===== config.mk =====
export PLATFORM = sky130hd
export DESIGN_NAME = fetch_queue_ctrl_flat
export DESIGN_NICKNAME = d
export VERILOG_FILES = /design/src/rtl/fetch_queue_ctrl_if.sv /design/src/rtl/fetch_queue_ctrl.sv /design/src/flat_wrapper.sv
export SDC_FILE = /design/constraint.sdc
export NUM_CORES = 1
export LEC_CHECK = 0
export ABC_CLOCK_PERIOD_IN_PS = 2900
export CAP_MARGIN = 20
export CELL_PAD_IN_SITES_DETAIL_PLACEMENT = 0
export CELL_PAD_IN_SITES_GLOBAL_PLACEMENT = 1
export CORE_MARGIN = 2
export CORE_UTILIZATION = 40
export CTS_CLUSTER_DIAMETER = 200
export DETAILED_ROUTE_END_ITERATION = 12
export PLACE_DENSITY = 0.77
export SETUP_SLACK_MARGIN = 0.3
export SYNTH_ARGS = -nofsm -noshare
export SYNTH_HDL_FRONTEND = slang
export SYNTH_SLANG_ARGS = --single-unit

===== constraint.sdc =====
create_clock -name clk -period 2.9 [get_ports clk]
set_input_delay 0.29 -clock clk [delete_from_list [all_inputs] [get_ports clk]]
set_output_delay 0.29 -clock clk [all_outputs]
set_load 0.01 [all_outputs]

===== src/rtl/fetch_queue_ctrl_if.sv =====
// Fetch-side bundle: PC register / imem view plus the decode valid/ready channel.
interface fetch_queue_ctrl_if #(
  parameter int unsigned DEPTH = 4
);
  localparam int unsigned CW = $clog2(DEPTH) + 1;

  logic [31:0]   pc_current;
  logic [31:0]   instr_in;
  logic          imem_stall;
  logic          redirect_valid;
  logic [31:0]   redirect_pc;
  logic [31:0]   pc_next;
  logic          pc_write;
  logic          deq_valid;
  logic          deq_ready;
  logic [31:0]   deq_pc;
  logic [31:0]   deq_instr;
  logic [CW-1:0] queue_count;

  modport slave (
    input  pc_current, instr_in, imem_stall, redirect_valid, redirect_pc, deq_ready,
    output pc_next, pc_write, deq_valid, deq_pc, deq_instr, queue_count
  );

  modport master (
    output pc_current, instr_in, imem_stall, redirect_valid, redirect_pc, deq_ready,
    input  pc_next, pc_write, deq_valid, deq_pc, deq_instr, queue_count
  );
endinterface


===== src/rtl/fetch_queue_ctrl.sv =====
// Fetch queue controller: steps the PC, buffers {pc, instr} pairs in a circular
// FIFO for decode, stalls the PC when full and flushes on redirect.
module fetch_queue_ctrl #(
  parameter int unsigned DEPTH    = 4,
  parameter logic [31:0] RESET_PC = 32'h0000_0000
) (
  input  logic              clk,
  input  logic              reset,
  fetch_queue_ctrl_if.slave fq
);
  localparam int unsigned PW = $clog2(DEPTH);
  localparam int unsigned CW = PW + 1;

  logic [PW-1:0] rd_ptr_q, rd_ptr_d;
  logic [PW-1:0] wr_ptr_q, wr_ptr_d;
  logic [CW-1:0] count_q, count_d;
  logic [31:0]   pc_mem_q    [DEPTH];
  logic [31:0]   instr_mem_q [DEPTH];

  logic full;
  logic enq_fire;
  logic deq_fire;

  // Full blocks enqueue even when decode drains this cycle: keeps deq_ready off the PC path.
  assign full     = (count_q == CW'(DEPTH));
  assign enq_fire = reset & ~fq.redirect_valid & ~fq.imem_stall & ~full;
  assign deq_fire = fq.deq_valid & fq.deq_ready;

  assign fq.deq_valid   = reset & (count_q != '0) & ~fq.redirect_valid;
  assign fq.deq_pc      = pc_mem_q[rd_ptr_q];
  assign fq.deq_instr   = instr_mem_q[rd_ptr_q];
  assign fq.queue_count = reset ? count_q : '0;

  always_comb begin
    fq.pc_write = 1'b0;
    fq.pc_next  = fq.pc_current;
    if (!reset) begin
      fq.pc_next = RESET_PC;
    end else if (fq.redirect_valid) begin
      fq.pc_write = 1'b1;
      fq.pc_next  = {fq.redirect_pc[31:2], 2'b00};
    end else if (enq_fire) begin
      fq.pc_write = 1'b1;
      fq.pc_next  = fq.pc_current + 32'd4;
    end
  end

  always_comb begin
    rd_ptr_d = rd_ptr_q;
    wr_ptr_d = wr_ptr_q;
    count_d  = count_q;
    if (fq.redirect_valid) begin
      rd_ptr_d = '0;
      wr_ptr_d = '0;
      count_d  = '0;
    end else begin
      if (enq_fire) wr_ptr_d = wr_ptr_q + PW'(1);
      if (deq_fire) rd_ptr_d = rd_ptr_q + PW'(1);
      count_d = count_q + CW'(enq_fire) - CW'(deq_fire);
    end
  end

  always_ff @(posedge clk) begin
    if (!reset) begin
      rd_ptr_q <= '0;
      wr_ptr_q <= '0;
      count_q  <= '0;
    end else begin
      rd_ptr_q <= rd_ptr_d;
      wr_ptr_q <= wr_ptr_d;
      count_q  <= count_d;
    end
  end

  always_ff @(posedge clk) begin
    if (enq_fire) begin
      pc_mem_q[wr_ptr_q]    <= fq.pc_current;
      instr_mem_q[wr_ptr_q] <= fq.instr_in;
    end
  end
endmodule


===== src/flat_wrapper.sv =====
// flat-port wrapper written by rule: the top's interface ports become plain ports
module fetch_queue_ctrl_flat 
#(
  parameter int unsigned DEPTH    = 4,
  parameter logic [31:0] RESET_PC = 32'h0000_0000
)
  (clk, reset, fq_pc_current, fq_instr_in, fq_imem_stall, fq_redirect_valid, fq_redirect_pc, fq_deq_ready, fq_pc_next, fq_pc_write, fq_deq_valid, fq_deq_pc, fq_deq_instr, fq_queue_count);
  fetch_queue_ctrl_if #(.DEPTH(DEPTH)) fq_i ();
  input  logic clk;
  input  logic reset;
  input wire logic [$bits(fq_i.pc_current)-1:0] fq_pc_current;
  input wire logic [$bits(fq_i.instr_in)-1:0] fq_instr_in;
  input wire logic [$bits(fq_i.imem_stall)-1:0] fq_imem_stall;
  input wire logic [$bits(fq_i.redirect_valid)-1:0] fq_redirect_valid;
  input wire logic [$bits(fq_i.redirect_pc)-1:0] fq_redirect_pc;
  input wire logic [$bits(fq_i.deq_ready)-1:0] fq_deq_ready;
  output wire logic [$bits(fq_i.pc_next)-1:0] fq_pc_next;
  output wire logic [$bits(fq_i.pc_write)-1:0] fq_pc_write;
  output wire logic [$bits(fq_i.deq_valid)-1:0] fq_deq_valid;
  output wire logic [$bits(fq_i.deq_pc)-1:0] fq_deq_pc;
  output wire logic [$bits(fq_i.deq_instr)-1:0] fq_deq_instr;
  output wire logic [$bits(fq_i.queue_count)-1:0] fq_queue_count;
  assign fq_i.pc_current = fq_pc_current;
  assign fq_i.instr_in = fq_instr_in;
  assign fq_i.imem_stall = fq_imem_stall;
  assign fq_i.redirect_valid = fq_redirect_valid;
  assign fq_i.redirect_pc = fq_redirect_pc;
  assign fq_i.deq_ready = fq_deq_ready;
  assign fq_pc_next = fq_i.pc_next;
  assign fq_pc_write = fq_i.pc_write;
  assign fq_deq_valid = fq_i.deq_valid;
  assign fq_deq_pc = fq_i.deq_pc;
  assign fq_deq_instr = fq_i.deq_instr;
  assign fq_queue_count = fq_i.queue_count;
  fetch_queue_ctrl #(.DEPTH(DEPTH), .RESET_PC(RESET_PC)) u_core (.clk(clk), .reset(reset), .fq(fq_i));
endmodule

# Word-level counts from Yosys, hierarchy flattened

Memory sizes are Yosys's and may differ from the RTL's. A register that Yosys moved wholly into a read port is not among the register bits.
Index checks and enable logic that the tools add are counted.

Bitwise gates (word level): 10
Add/sub/neg operators: 5
Muxes and demuxes: 12
Reductions and logical operators: 2
Equality and inequality tests: 1

Operators by type and width:

| kind                                                             | number |
|---|---|
| 32-bit 2-to-1 mux                                                | 3 |
| 32-bit by 3-bit adder with 32-bit output (second input constant) | 1 |
| 2-bit 2-to-1 mux                                                 | 4 |
| 1-bit bitwise AND                                                | 6 |
| 2-bit by 1-bit adder with 2-bit output (second input constant)   | 2 |
| 1-bit 2-to-1 mux                                                 | 4 |
| 1-bit inverter                                                   | 4 |
| 3-bit by 1-bit adder with 3-bit output                           | 1 |
| 3-bit == test (second input constant)                            | 1 |
| 3-bit 2-to-1 mux                                                 | 1 |
| 3-bit nonzero test                                               | 1 |
| 3-bit by 1-bit subtractor with 3-bit output                      | 1 |
| 2-bit OR reduction                                               | 1 |

Memory bits (writable): 256
Memories: 2
Input bits: 101
Register bits: 7
Output and inout port bits: 101
Word-level logic and storage cells: 35

Memories:

| name               | words | bits a word | read ports | clocked after Yosys merged registers in | write ports | RTL line               | RTL |
|---|---|---|---|---|---|---|---|
| u_core.instr_mem_q | 4     | 32          | 1          | 1                                       | 1           | fetch_queue_ctrl.sv:18 | `logic [31:0] instr_mem_q [DEPTH];` |
| u_core.pc_mem_q    | 4     | 32          | 1          | 1                                       | 1           | fetch_queue_ctrl.sv:17 | `logic [31:0] pc_mem_q [DEPTH];` |

# Depth between registers and ports, before layout

Word-level depth: 7
Gate-level depth with buffers: 10
Mapped depth without buffers: 10

# Worst setup path before layout

No wires, ideal clock.

Path kind: reg-to-reg
From: register u_core.count_q[1]
To: memory u_core.instr_mem_q[0][0], enable pin
Buffers on the path: 1
Stages on the path, launching flop included: 4
Data arrival time: 2.305 ns
Path slack: 0.166 ns
Setup time: 0.429 ns
Path through: dfxtp_1 -> or3b_1 -> buf_2 -> and3_1

Word-level cells in the longest chain between the ends: 5

RTL lines:

| item                                   | RTL line               | RTL |
|---|---|---|
| from (decl)                            | fetch_queue_ctrl.sv:16 | `logic [CW-1:0] count_q, count_d;` |
| from (signal assigned)                 | fetch_queue_ctrl.sv:71 | `count_q <= count_d;` |
| 3-bit == test                          | fetch_queue_ctrl.sv:25 | `assign full = (count_q == CW'(DEPTH));` |
| 1-bit inverter                         | fetch_queue_ctrl.sv:26 | `assign enq_fire = reset & ~fq.redirect_valid & ~fq.imem_stall & ~full;` |
| 1-bit bitwise AND                      | fetch_queue_ctrl.sv:26 |  |
| 1-bit 2-to-1 mux                       | fetch_queue_ctrl.sv:76 | `if (enq_fire) begin` |
| 1-bit 2-to-1 mux (implied by the code) | fetch_queue_ctrl.sv:78 | `instr_mem_q[wr_ptr_q] <= fq.instr_in;` |
| to (decl)                              | fetch_queue_ctrl.sv:18 |  |

Every way passes these cells.

# Final worst setup path

From: register u_core.count_q[0]
To: output port fq_pc_next[26]

Word-level cells in the longest chain between the ends: 6

RTL lines:

| item              | RTL line               | RTL |
|---|---|---|
| 3-bit == test     | fetch_queue_ctrl.sv:25 |  |
| 1-bit inverter    | fetch_queue_ctrl.sv:26 |  |
| 1-bit bitwise AND | fetch_queue_ctrl.sv:26 |  |
| 32-bit 2-to-1 mux | fetch_queue_ctrl.sv:42 | `end else if (enq_fire) begin` |
| 32-bit 2-to-1 mux | fetch_queue_ctrl.sv:39 | `end else if (fq.redirect_valid) begin` |
| 32-bit 2-to-1 mux | fetch_queue_ctrl.sv:37 | `if (!reset) begin` |
| to (decl)         | flat_wrapper.sv:17     | `output wire logic [$bits(fq_i.pc_next)-1:0] fq_pc_next;` |

Every way passes these cells.

==> impl_metrics.csv <==
group,metric,value,unit
drt,dr.pass1.iters,5,
final_layout,seq_area,7880,um^2
logic_synthesis,ys.flop_type,"edfxtp_1",
drt,top_layer,"met4",
outcome,outcome,"complete, no violations",
placed_design,dp_slack,-0.314,ns
die,die_height,169,um
drt,ant_nets,0,
logic_synthesis,synth_nets,696,
timing,slew_headroom,0.716,
logic_synthesis,async_reset_ff_frac,0,
min_path,whs_endpoint,"u_core.pc_mem_q[0][24]$_DFFE_PP_",
drt,viasPerCell,5.40,
logic_synthesis,synth_cell_types,47,
placed_design,gp_congestion,0.850,
drt,drc,0,
timing,layout_min_cycle_time,2.73,ns
min_path,holdCritStartpoint,"fq_pc_current[24]",
setup_path,reg2reg_slack,0.59,ns
setup_path,critPathLaunchType,"register",
power,totalPowerFinal,8680,uW
power,power.density,559,nW/um^2
die,fp-row-count,60,
clock_tree,clock_path_buffers,3,
logic_synthesis,ys_seq_area_frac,0.721,
power,ir_worst_vdd,391,uV
global_route,overflow,0,
clock_tree,cts_buffers,26,
final_layout,fin_area,15500,um^2
power,p_leak,0.00547,uW
setup_path,cp.required,2.61,ns
global_route,grtUsageTotal,0.190,
final_layout,fin_nets,1009,
timing,setup-violations-final,0,
placed_design,placed_area,14100,um^2
placed_design,post-place-cells,1192,
global_route,grt_pass1_vias,7200,
setup_path,r2r-end,"u_core.count_q[2]$_SDFF_PP0_",
global_route,antenna_found_initial,3,
die,core,26900,um^2
drt,routed_wl,27.2,mm
clock_tree,clockRootBuffer,"clkbuf_16",
timing,holdWs,0.168,ns
logic_synthesis,yosysWarningCount,0,
die,die-area,28600,um^2
final_layout,fin_cells,1265,
clock_tree,htree_num_levels,1,
drt,drt-initial-drc-count,548,
logic_synthesis,synth-edff-count,256,
logic_synthesis,ys_seq_elements,265,
placed_design,dpl.hpwl,18.7,mm
global_route,grt_first_pass_wirelength,41.5,mm
timing,slew_viol_final,0,
timing,finalHoldViolCount,0,
clock_tree,clkSlewWorstSetupHoldPaths,0.06,ns
drt,routed-wl-met3,1.78,mm
clock_tree,clock_latency,0.52,ns
placed_design,port_buffers,199,
setup_path,cp_max_fo,3,
timing,setup_ws,0.167,ns
logic_synthesis,avgSynthCellArea,18.6,um^2
final_layout,most-common-layout-cells,"edfxtp_1, clkdlybuf4s50_1, buf_4, mux4_2, dlymetal6s2s_1",
min_path,hold_class,"in -> reg",
flow_run,cap_viol_max_count,0,
logic_synthesis,synthesis.area,10900,um^2
timing,rsz0062_at_grt,"yes",
die,boundaryPins,202,
die,start_util,0.406,
timing,clock_skew,0.00959,ns
timing,worstMarginPinSlew,0.422,ns
setup_path,cp-end-kind,"output port",
final_layout,fillers,2044,
final_layout,synthToLayoutAreaGrowth,42.3,%
global_route,grt_max_degree,32,
die,die_x,169,um
clock_tree,cts_hold_buf,0,
final_layout,final_common_cell,"edfxtp_1",
drt,wl_per_cell,21.5,um
setup_path,ff2ff_path_depth,11,
timing,fmax,0.366,GHz
drt,met1_length,11.7,mm
setup_path,crit_type,"reg -> out",
final_layout,multi_input_comb_area,3030,um^2
drt,dr_wl_met2,13.4,mm
setup_path,cp.arrival,2.44,ns
clock_tree,cts_tree,"yes",
logic_synthesis,postSynthCellCount,587,
final_layout,final_layout_size_suffix_gt1_frac,0.308,
timing,min_period_over_period,0.943,
setup_path,r2r_start,"u_core.count_q[2]$_SDFF_PP0_",
min_path,min_path_cells,1,
drt,vias,6835,
clock_tree,clock-sinks,265,
layer usage:
metal  GRT usage  vias to the layer above
li1            -                     3093
met1       0.260                     3469
met2       0.322                      242
met3      0.0345                       31
met4      0.0386                        0
met5           0                        -
synthesized netlist by cell type (7+ instances only):
cell,number,area (um^2)
and3_1,12,75.1
dfxtp_1,9,180
inv_1,10,37.5
o31ai_1,11,82.6
clkbuf_1,21,78.8
nand2_1,14,52.6
ha_1,7,87.6
nor2_1,14,52.6
a31oi_1,19,119
nand3_1,13,65.1
mux4_2,64,1440
xnor2_1,7,61.3
o21ai_0,25,125
or4_1,12,90.1
edfxtp_1,256,7690
and2_1,7,43.8
buf_2,9,45.0
nand4_1,11,68.8
worst max path at each step:
stage	start	cells past startpoint	endpoint	slack, ns
floorplan	u_core.count_q[1]$_SDFF_PP0_	10	u_core.count_q[2]$_SDFF_PP0_	0.77
global placement	fq_pc_current[2]	8	fq_pc_next[28]	-0.32
detailed placement	fq_pc_current[16]	6	fq_pc_next[28]	-0.31
CTS	u_core.count_q[0]$_SDFF_PP0_	7	fq_pc_next[26]	0.08
global route	u_core.count_q[1]$_SDFF_PP0_	7	fq_pc_next[26]	0.12
finish	u_core.count_q[0]$_SDFF_PP0_	7	fq_pc_next[26]	0.17
metrics by stage:
step,utilization,setup TNS [ns]
after floorplan,-,0
after global placement,0.525,-2.30
after detailed placement,0.525,-2.45
after CTS,0.569,0
after global routing,0.577,0
final,0.578,0
kinds of logic (layout without fill, tap and decap cells):
kind of cell | after synthesis | in the layout | share of synthesized area
flops | 265 | 265 | 0.721
simple gates | 122 | 122 | 0.0686
compound gates | 74 | 74 | 0.0424
mux | 64 | 64 | 0.132
buf+inv | 42 | 375 | 0.0162
xor+xnor | 12 | 12 | 0.00963
fa+ha+maj | 8 | 8 | 0.00986
other cells | 0 | 4 | 0
flip-flops by register name, indices dropped and copies added (netlist names), named ones only:
register / cells
u_core.instr_mem_q: 128
u_core.pc_mem_q: 128
u_core.count_q: 3
u_core.rd_ptr_q: 2
u_core.wr_ptr_q: 2
final cells by class:
cell class | instances | share of cell area
Clock inverter | 20 | 0.0208
Antenna cell | 4 | 0.000645
Tap cell | 341 | 0.0275
Multi-Input combinational cell | 280 | 0.195
Timing Repair Buffer | 317 | 0.202
Inverter | 10 | 0.00242
Sequential cell | 265 | 0.508
Clock buffer | 28 | 0.0438
critical path, cell delays in order (launching register included):
cell and delay (ns):
dfxtp_4 0.35, or3b_4 0.39, and3_1 0.20, buf_4 0.14, and4_1 0.17, a211oi_2 0.25, buf_4 0.15, dlygate4sd2_1 0.26
timing repair:
| action | CTS | global route |
|---|---|---|
| buffers inserted | 14 | 5 |
| cloned | 2 | 0 |
| resized for setup | 118 | 67 |
| endpoints found under the setup margin | 86 | 56 |
| pin swaps | 21 | 14 |
power by group:
group | leakage, uW | internal [uW] | switching, uW
combinational | 0.00259 | 320 | 281
clock | 0.000491 | 2490 | 1360
sequential | 0.00239 | 4230 | 8.34
total | 0.00547 | 7030 | 1650
(Power assumes the default switching activity.)
